## src/rtl/vga_timing_fetch_pkg.sv

```systemverilog
// Shared 720p raster constants and the record carried down the alignment pipe.
package vga_timing_fetch_pkg;

  localparam int IMAGE_WIDTH   = 1280;
  localparam int HFP_WIDTH     = 110;
  localparam int HSYNCH_WIDTH  = 40;
  localparam int HBP_WIDTH     = 220;
  localparam int IMAGE_HEIGHT  = 720;
  localparam int VFP_HEIGHT    = 5;
  localparam int VSYNCH_HEIGHT = 5;
  localparam int VBP_HEIGHT    = 20;
  localparam int ADDR_W        = 18;
  localparam int RD_LATENCY    = 2;

  localparam int H_TOTAL  = IMAGE_WIDTH + HFP_WIDTH + HSYNCH_WIDTH + HBP_WIDTH;
  localparam int V_TOTAL  = IMAGE_HEIGHT + VFP_HEIGHT + VSYNCH_HEIGHT + VBP_HEIGHT;
  localparam int HALF_W   = IMAGE_WIDTH / 2;

  localparam int H_W = 11;
  localparam int V_W = 10;

  // One raster sample as it travels toward pixelgen.
  typedef struct packed {
    logic           frame;
    logic           act;
    logic [V_W-1:0] v;
    logic [H_W-1:0] h;
  } raster_t;

endpackage

```

## src/rtl/vga_timing_fetch_delay_pipe.sv

```systemverilog
// Fixed-depth shift register with async clear; used to line raster state up
// with frame-buffer read data.
module vga_timing_fetch_delay_pipe #(
  parameter int WIDTH = 1,
  parameter int DEPTH = 2
) (
  input  logic             clk,
  input  logic             reset,
  input  logic [WIDTH-1:0] d,
  output logic [WIDTH-1:0] q
);

  logic [DEPTH-1:0][WIDTH-1:0] stage;

  // Shift every clock; all stages clear together on reset.
  always_ff @(posedge clk or posedge reset) begin
    if (reset) begin
      stage <= '0;
    end else begin
      stage[0] <= d;
      for (int i = 1; i < DEPTH; i++) stage[i] <= stage[i-1];
    end
  end

  assign q = stage[DEPTH-1];

endmodule

```

## src/rtl/vga_timing_fetch.sv

```systemverilog
// 720p raster counters plus 2x-upscaled frame-buffer fetch. Position/valid are
// delayed so they reach pixelgen in the same cycle as the fetched word.
module vga_timing_fetch
  import vga_timing_fetch_pkg::*;
#(
  parameter int P_IMAGE_WIDTH   = IMAGE_WIDTH,
  parameter int P_HFP_WIDTH     = HFP_WIDTH,
  parameter int P_HSYNCH_WIDTH  = HSYNCH_WIDTH,
  parameter int P_HBP_WIDTH     = HBP_WIDTH,
  parameter int P_IMAGE_HEIGHT  = IMAGE_HEIGHT,
  parameter int P_VFP_HEIGHT    = VFP_HEIGHT,
  parameter int P_VSYNCH_HEIGHT = VSYNCH_HEIGHT,
  parameter int P_VBP_HEIGHT    = VBP_HEIGHT,
  parameter int P_ADDR_W        = ADDR_W,
  parameter int P_RD_LATENCY    = RD_LATENCY
) (
  input  logic                clk,
  input  logic                reset,
  input  logic                enable,
  output logic [P_ADDR_W-1:0] rd_addr,
  output logic                rd_en,
  output logic [31:0]         H_pos,
  output logic [31:0]         V_pos,
  output logic                valid_video,
  output logic                frame_start
);

  localparam int HT    = P_IMAGE_WIDTH + P_HFP_WIDTH + P_HSYNCH_WIDTH + P_HBP_WIDTH;
  localparam int VT    = P_IMAGE_HEIGHT + P_VFP_HEIGHT + P_VSYNCH_HEIGHT + P_VBP_HEIGHT;
  localparam int HW2   = P_IMAGE_WIDTH / 2;
  localparam int DEPTH = 1 + P_RD_LATENCY;

  logic [H_W-1:0]      h_cnt;
  logic [V_W-1:0]      v_cnt;
  logic [P_ADDR_W-1:0] line_base;
  logic                h_last, v_last, act, frame_flag;
  raster_t             pipe_in, pipe_out;

  assign h_last     = (h_cnt == H_W'(HT - 1));
  assign v_last     = (v_cnt == V_W'(VT - 1));
  assign act        = (h_cnt < H_W'(P_IMAGE_WIDTH)) && (v_cnt < V_W'(P_IMAGE_HEIGHT)) && enable;
  assign frame_flag = (h_cnt == '0) && (v_cnt == '0) && enable;

  // Raster counters and per-line-pair base address; all hold while disabled.
  // line_base steps after each odd active line so source rows repeat twice.
  always_ff @(posedge clk or posedge reset) begin
    if (reset) begin
      h_cnt     <= '0;
      v_cnt     <= '0;
      line_base <= '0;
    end else if (enable) begin
      if (h_last) begin
        h_cnt <= '0;
        if (v_last) begin
          v_cnt     <= '0;
          line_base <= '0;
        end else begin
          v_cnt <= v_cnt + 1'b1;
          if (v_cnt[0] && (v_cnt < V_W'(P_IMAGE_HEIGHT)))
            line_base <= line_base + P_ADDR_W'(HW2);
        end
      end else begin
        h_cnt <= h_cnt + 1'b1;
      end
    end
  end

  // Fetch address: column halved for horizontal 2x; zero outside active area.
  always_ff @(posedge clk or posedge reset) begin
    if (reset) begin
      rd_addr <= '0;
      rd_en   <= 1'b0;
    end else begin
      rd_addr <= act ? line_base + P_ADDR_W'(h_cnt[H_W-1:1]) : '0;
      rd_en   <= act;
    end
  end

  assign pipe_in = {frame_flag, act, v_cnt, h_cnt};

  vga_timing_fetch_delay_pipe #(
    .WIDTH ($bits(raster_t)),
    .DEPTH (DEPTH)
  ) u_align (
    .clk   (clk),
    .reset (reset),
    .d     (pipe_in),
    .q     (pipe_out)
  );

  assign H_pos       = 32'(pipe_out.h);
  assign V_pos       = 32'(pipe_out.v);
  assign valid_video = pipe_out.act;
  assign frame_start = pipe_out.frame;

endmodule

```

## config.mk

```make
export PLATFORM = sky130hd
export DESIGN_NAME = vga_timing_fetch
export DESIGN_NICKNAME = d
export VERILOG_FILES = /design/src/rtl/vga_timing_fetch_pkg.sv /design/src/rtl/vga_timing_fetch_delay_pipe.sv /design/src/rtl/vga_timing_fetch.sv
export SDC_FILE = /design/constraint.sdc
export NUM_CORES = 1
export LEC_CHECK = 0
export ABC_CLOCK_PERIOD_IN_PS = 3900
export BUFFER_PORTS_ARGS = -buffer_cell sky130_fd_sc_hd__buf_2
export CAP_MARGIN = 15
export CORE_ASPECT_RATIO = 1.5
export CORE_MARGIN = 2
export CORE_UTILIZATION = 59
export CTS_CLUSTER_SIZE = 8
export DETAILED_ROUTE_END_ITERATION = 7
export PLACE_DENSITY = 0.86
export SKIP_LAST_GASP = 1
export SLEW_MARGIN = 20
export SYNTH_ARGS = -nofsm -noshare
export SYNTH_HDL_FRONTEND = slang
export SYNTH_HIERARCHICAL = 1
export SYNTH_SLANG_ARGS = --single-unit
```

## constraint.sdc

```tcl
create_clock -name clk -period 3.9 [get_ports clk]
set_input_delay 0.195 -clock clk [delete_from_list [all_inputs] [get_ports clk]]
set_output_delay 0.195 -clock clk [all_outputs]
set_load 0.01 [all_outputs]
```

* Word-level counts from Yosys, hierarchy flattened
Cells that the tools add are included.
Cells by class: multiplexer cells 5, equal/unequal tests 2, reduce and logical (&&, ||, !) cells 10, $add $sub $neg 4, magnitude comparators 2
Operators with widths (count):
- 18-bit 2-to-1 mux | 3
- 18-bit by 10-bit adder with 18-bit output | 1
- 18-bit by 10-bit adder with 18-bit output (second input constant) | 1
- 11-bit by 1-bit adder with 11-bit output (second input constant) | 1
- 11-bit == test (second input constant) | 1
- 11-bit zero test | 1
- 11-bit < comparator (second input constant) | 1
- 11-bit 2-to-1 mux | 1
- 10-bit by 1-bit adder with 10-bit output (second input constant) | 1
- 10-bit == test (second input constant) | 1
- 10-bit zero test | 1
- 10-bit < comparator (second input constant) | 1
- 10-bit 2-to-1 mux | 1
- 1-bit logical AND | 5
- 3-bit AND reduction | 1
- 2-bit AND reduction | 1
- 2-bit nonzero test | 1
Word-level totals: flip-flop bits (word level) 127, input port bits 3, logic and storage cells 31

* Depth between registers and ports, before layout
depth in word-level cells 4, gate-level depth with buffers 8, gate-level depth less buffers 7

* Cells and area by module
Netlist, hierarchy kept.
Modules (own cells, without submodules):
- vga_timing_fetch | area an instance 2949.1 sq um, times used 1, cells an instance 314, sequential area each 1276.2 sq um
- vga_timing_fetch_delay_pipe | area an instance 1903.1 sq um, times used 1, cells an instance 93, sequential area each 1726.7 sq um

* Worst setup path before layout
No wires, ideal clock.
path type flip-flop to flip-flop, start point reg h_cnt[7], end point reg line_base[11], cell stages (with the launch flop) 7, data arrival time 2028 ps, required time 3768 ps, period minus slack after synthesis 2159 ps, setup slack 1741 ps, cells stage by stage dfrtp_1 -> or4b_4 -> or4_1 -> buf_4 -> buf_2 -> o21ai_1 -> o31ai_2
On the way: cells in the longest elaborated chain, start to end 2
RTL lines:
- start: declaration | line vga_timing_fetch.sv:33 | logic [H_W-1:0] h_cnt;
- start signal: assignment | line vga_timing_fetch.sv:63 | h_cnt <= h_cnt + 1'b1;
- 11-bit == test | line vga_timing_fetch.sv:39 | assign h_last = (h_cnt == H_W'(HT - 1));
- 3-bit AND reduction (no line)
- end signal: assignment | line vga_timing_fetch.sv:60 | line_base <= line_base + P_ADDR_W'(HW2);
- end: declaration | line vga_timing_fetch.sv:35 | logic [P_ADDR_W-1:0] line_base;
Every way passes these cells. A chain may end at the register's enable or synchronous reset.

* Worst setup path after layout
start point reg h_cnt[3], end point reg line_base[11]
Same word-level chain as after synthesis.

==> impl_metrics.py <==
metrics = {
    "cts": {
        "post_cts_resize_count": 0,
        "cts_buffer_depth": 2,
        "htreeDepth": 4,
        "cts_tree": "built",
        "path_clk_slew_ps": 50,
        "cts_root_buf": "clkbuf_16",
        "clock_latency_ps": 400,
        "postCtsSetupBuffers": 0,
        "cts_inserted_buffers": 17,
        "cts_hold_buf": 1,
        "clock_sinks": 120,
    },
    "grt": {
        "grt_pass1_vias": 3071,
        "grt_antenna_before_repair": 0,
        "grt_overflow": 0,
        "grt_max_degree": 52,
        "grt_pass1_wl_um": 15200,
        "grt_use_total": 0.223,
    },
    "timing": {
        "drv_slew": 0,
        "period_share": 0.681,
        "finalHoldViolCount": 0,
        "worst_slack_ps": 1250,
        "fmax_ghz": 0.377,
        "setup_violations": 0,
        "maxSlewHeadroom": 0.312,
        "period_needed_ps": 2650,
        "tightestPinTransition_ps": 1020,
        "finalSetupTns_ps": 0,
        "final.setup_skew_ps": 11.7,
        "grt_setup_unrepaired": "false",
    },
    "route": {
        "wl_per_cell_um": 16.2,
        "drt_iter0_drc": 248,
        "vias": 2961,
        "wl_um": 8880,
        "drcViolationCount": 0,
        "viasPerCell": 5.40,
        "ant_nets": 0,
        "first_pass_iters": 4,
    },
    "pwr": {
        "p_per_area_nw_per_um2": 586,
        "clkPwrFrac": 0.480,
        "seqPwrFrac": 0.455,
        "p_switching_mw": 0.700,
        "ir_worst_vdd_mv": 0.365,
        "leakage_nw": 2.71,
        "p_comb_frac": 0.066,
        "intPower_mw": 2.47,
        "p_sw_frac": 0.221,
    },
    "synth": {
        "synth_area_um2": 4850,
        "synth_most_common_cell": "dfrtp_1",
        "synth_top_area_cell": "dfrtp_1",
        "synth_edf_count": 0,
        "ys_seq_area_frac": 0.619,
        "synth_warnings": 6,
        "synthCells": 407,
        "synth_area_leaders": "dfrtp_1, buf_4, ha_1",
        "synth-seq-cells": 120,
        "synthArstFlopShare": 1.00,
        "ys_types": 45,
        "synth_commonest_cells": "dfrtp_1, buf_4, nand2_1",
        "synth_top_area_frac": 0.619,
        "ys.flop_type": "dfrtp_1",
        "syn_avg_cell_area_um2": 11.9,
    },
    "final_layout": {
        "nNetsFinal": 448,
        "area_growth_pct": 11.3,
        "final_layout_size_suffix_gt1_frac": 0.183,
        "num_antenna_cells": 0,
    },
    "die": {
        "row_count": 40,
        "die-area_um2": 8980,
        "initial_core_util": 0.606,
        "num_io_pins": 88,
        "core_um2": 8010,
        "die_h_um": 115,
        "dieWidth_um": 78.0,
    },
    "min_path": {
        "hold_path_depth": 2,
        "min_path_type": "input port to register",
        "whs_endpoint": "h_cnt[0]",
        "hp-start": "enable",
    },
    "placed_design": {
        "dp_slack_ps": 1280,
        "portBuffers": 44,
        "gp_congestion": 0.847,
        "place_hpwl_um": 5510,
    },
    "worst_setup_path": {
        "critPathKind": "register to register",
        "worst_ep_required_time_ps": 4210,
        "worstPathMaxFanout": 16,
        "crit_path_end_kind": "register",
        "r2r_start": "h_cnt[3]",
        "regToRegSetupSlack_ps": 1250,
        "cp-start-kind": "register",
        "ff2ff_path_depth": 5,
        "arrival_ps": 2960,
        "reg2reg_to": "line_base[11]",
        "critPathLaunch": "h_cnt[3]",
    },
    "outcome": {
        "outcome": "finished, final reports clean",
    },
    "job": {
        "max_cap_viol_count": 0,
    },
}
==> power by group through the flow <==
| stage | Sequential [mW] | Combinational, mW | Clock (mW) |
|---|---|---|---|
| 2_1_floorplan | 1.43 | 0.199 | 0 |
| 3_3_place_gp | 1.44 | 0.191 | 0 |
| 3_5_place_dp | 1.45 | 0.199 | 0 |
| 4_1_cts | 1.44 | 0.211 | 1.55 |
| 5_1_grt | 1.45 | 0.234 | 1.61 |
| 6_report | 1.44 | 0.209 | 1.52 |
==> how the worst max path moves through the flow <==
stage | to | slack [ps] | depth (start not counted)
after detailed placement | line_base[11] | 1280 | 5
after floorplan | line_base[11] | 1740 | 6
after global placement | line_base[11] | 1390 | 5
after CTS | line_base[11] | 1280 | 5
after global routing | line_base[11] | 1180 | 5
final | line_base[11] | 1250 | 5
==> critical path, stage by stage, from the launching register on <==
cell	delay (ps)
dfrtp_1	460
or4b_4	590
or4_1	880
nor2_8	300
nand2_4	80
o31ai_2	240
==> logic make-up (layout without fill, tap and decap cells) <==
group,after synthesis,in the layout,synth area share
DFF,120,120,0.619
other,1,43,0.000773
and+or+nand+nor,103,103,0.116
adders and majority gates,10,10,0.0258
AOI/OAI and AO/OA,62,62,0.0789
muxes,2,2,0.00413
buffers and inverters,92,86,0.125
xor gates and xnor gates,17,17,0.0307
==> registers in the layout (all words and copies together) (netlist names) <==
name and cells:
rd_en 1, u_align/q 23, h_cnt 11, rd_addr 18
v_cnt 10, u_align/stage 46, line_base 11
==> layer usage <==
metal | routed length, um | part of all wire | track usage
met5 | 0 | 0 | 0
met4 | 116 | 0.013 | 0.0854
met3 | 520 | 0.059 | 0.0667
met2 | 4900 | 0.55 | 0.386
met1 | 3350 | 0.38 | 0.262
==> cell usage in the layout, fill, tap and decap left out, types with 5 or more instances in the layout <==
cell / count
o21ai_0: 18
o21ai_1: 14
ha_1: 10
clkbuf_16: 17
inv_1: 9
nand4_1: 11
nand2_1: 25
a31oi_1: 5
xor2_1: 9
a21oi_1: 6
buf_2: 44
xnor2_1: 8
conb_1: 43
o31ai_1: 5
and2_1: 10
nor2_1: 22
nor3_1: 6
dfrtp_1: 120
nand3_1: 9
==> area by class of cell <==
class	count	area [um2]
sequential	120	3000
clock buffer	23	478
fill	561	2610
multi-input combinational	237	1400
inverter	11	42.5
timing repair buffer	48	253
clock inverter	4	95.1
tap	105	131
==> per-stage QoR <==
stage	hold slack [ps]	instances	power (mW)	util	instance area, um2
floorplan	331	449	1.63	-	5010
global placement	332	520	1.63	0.602	4820
detailed placement	335	520	1.65	0.602	4820
CTS	87.5	548	3.20	0.675	5400
global route	134	548	3.29	0.675	5400
finish	110	548	3.17	0.675	5400
Note: power is estimated with default switching activity, not from simulation.
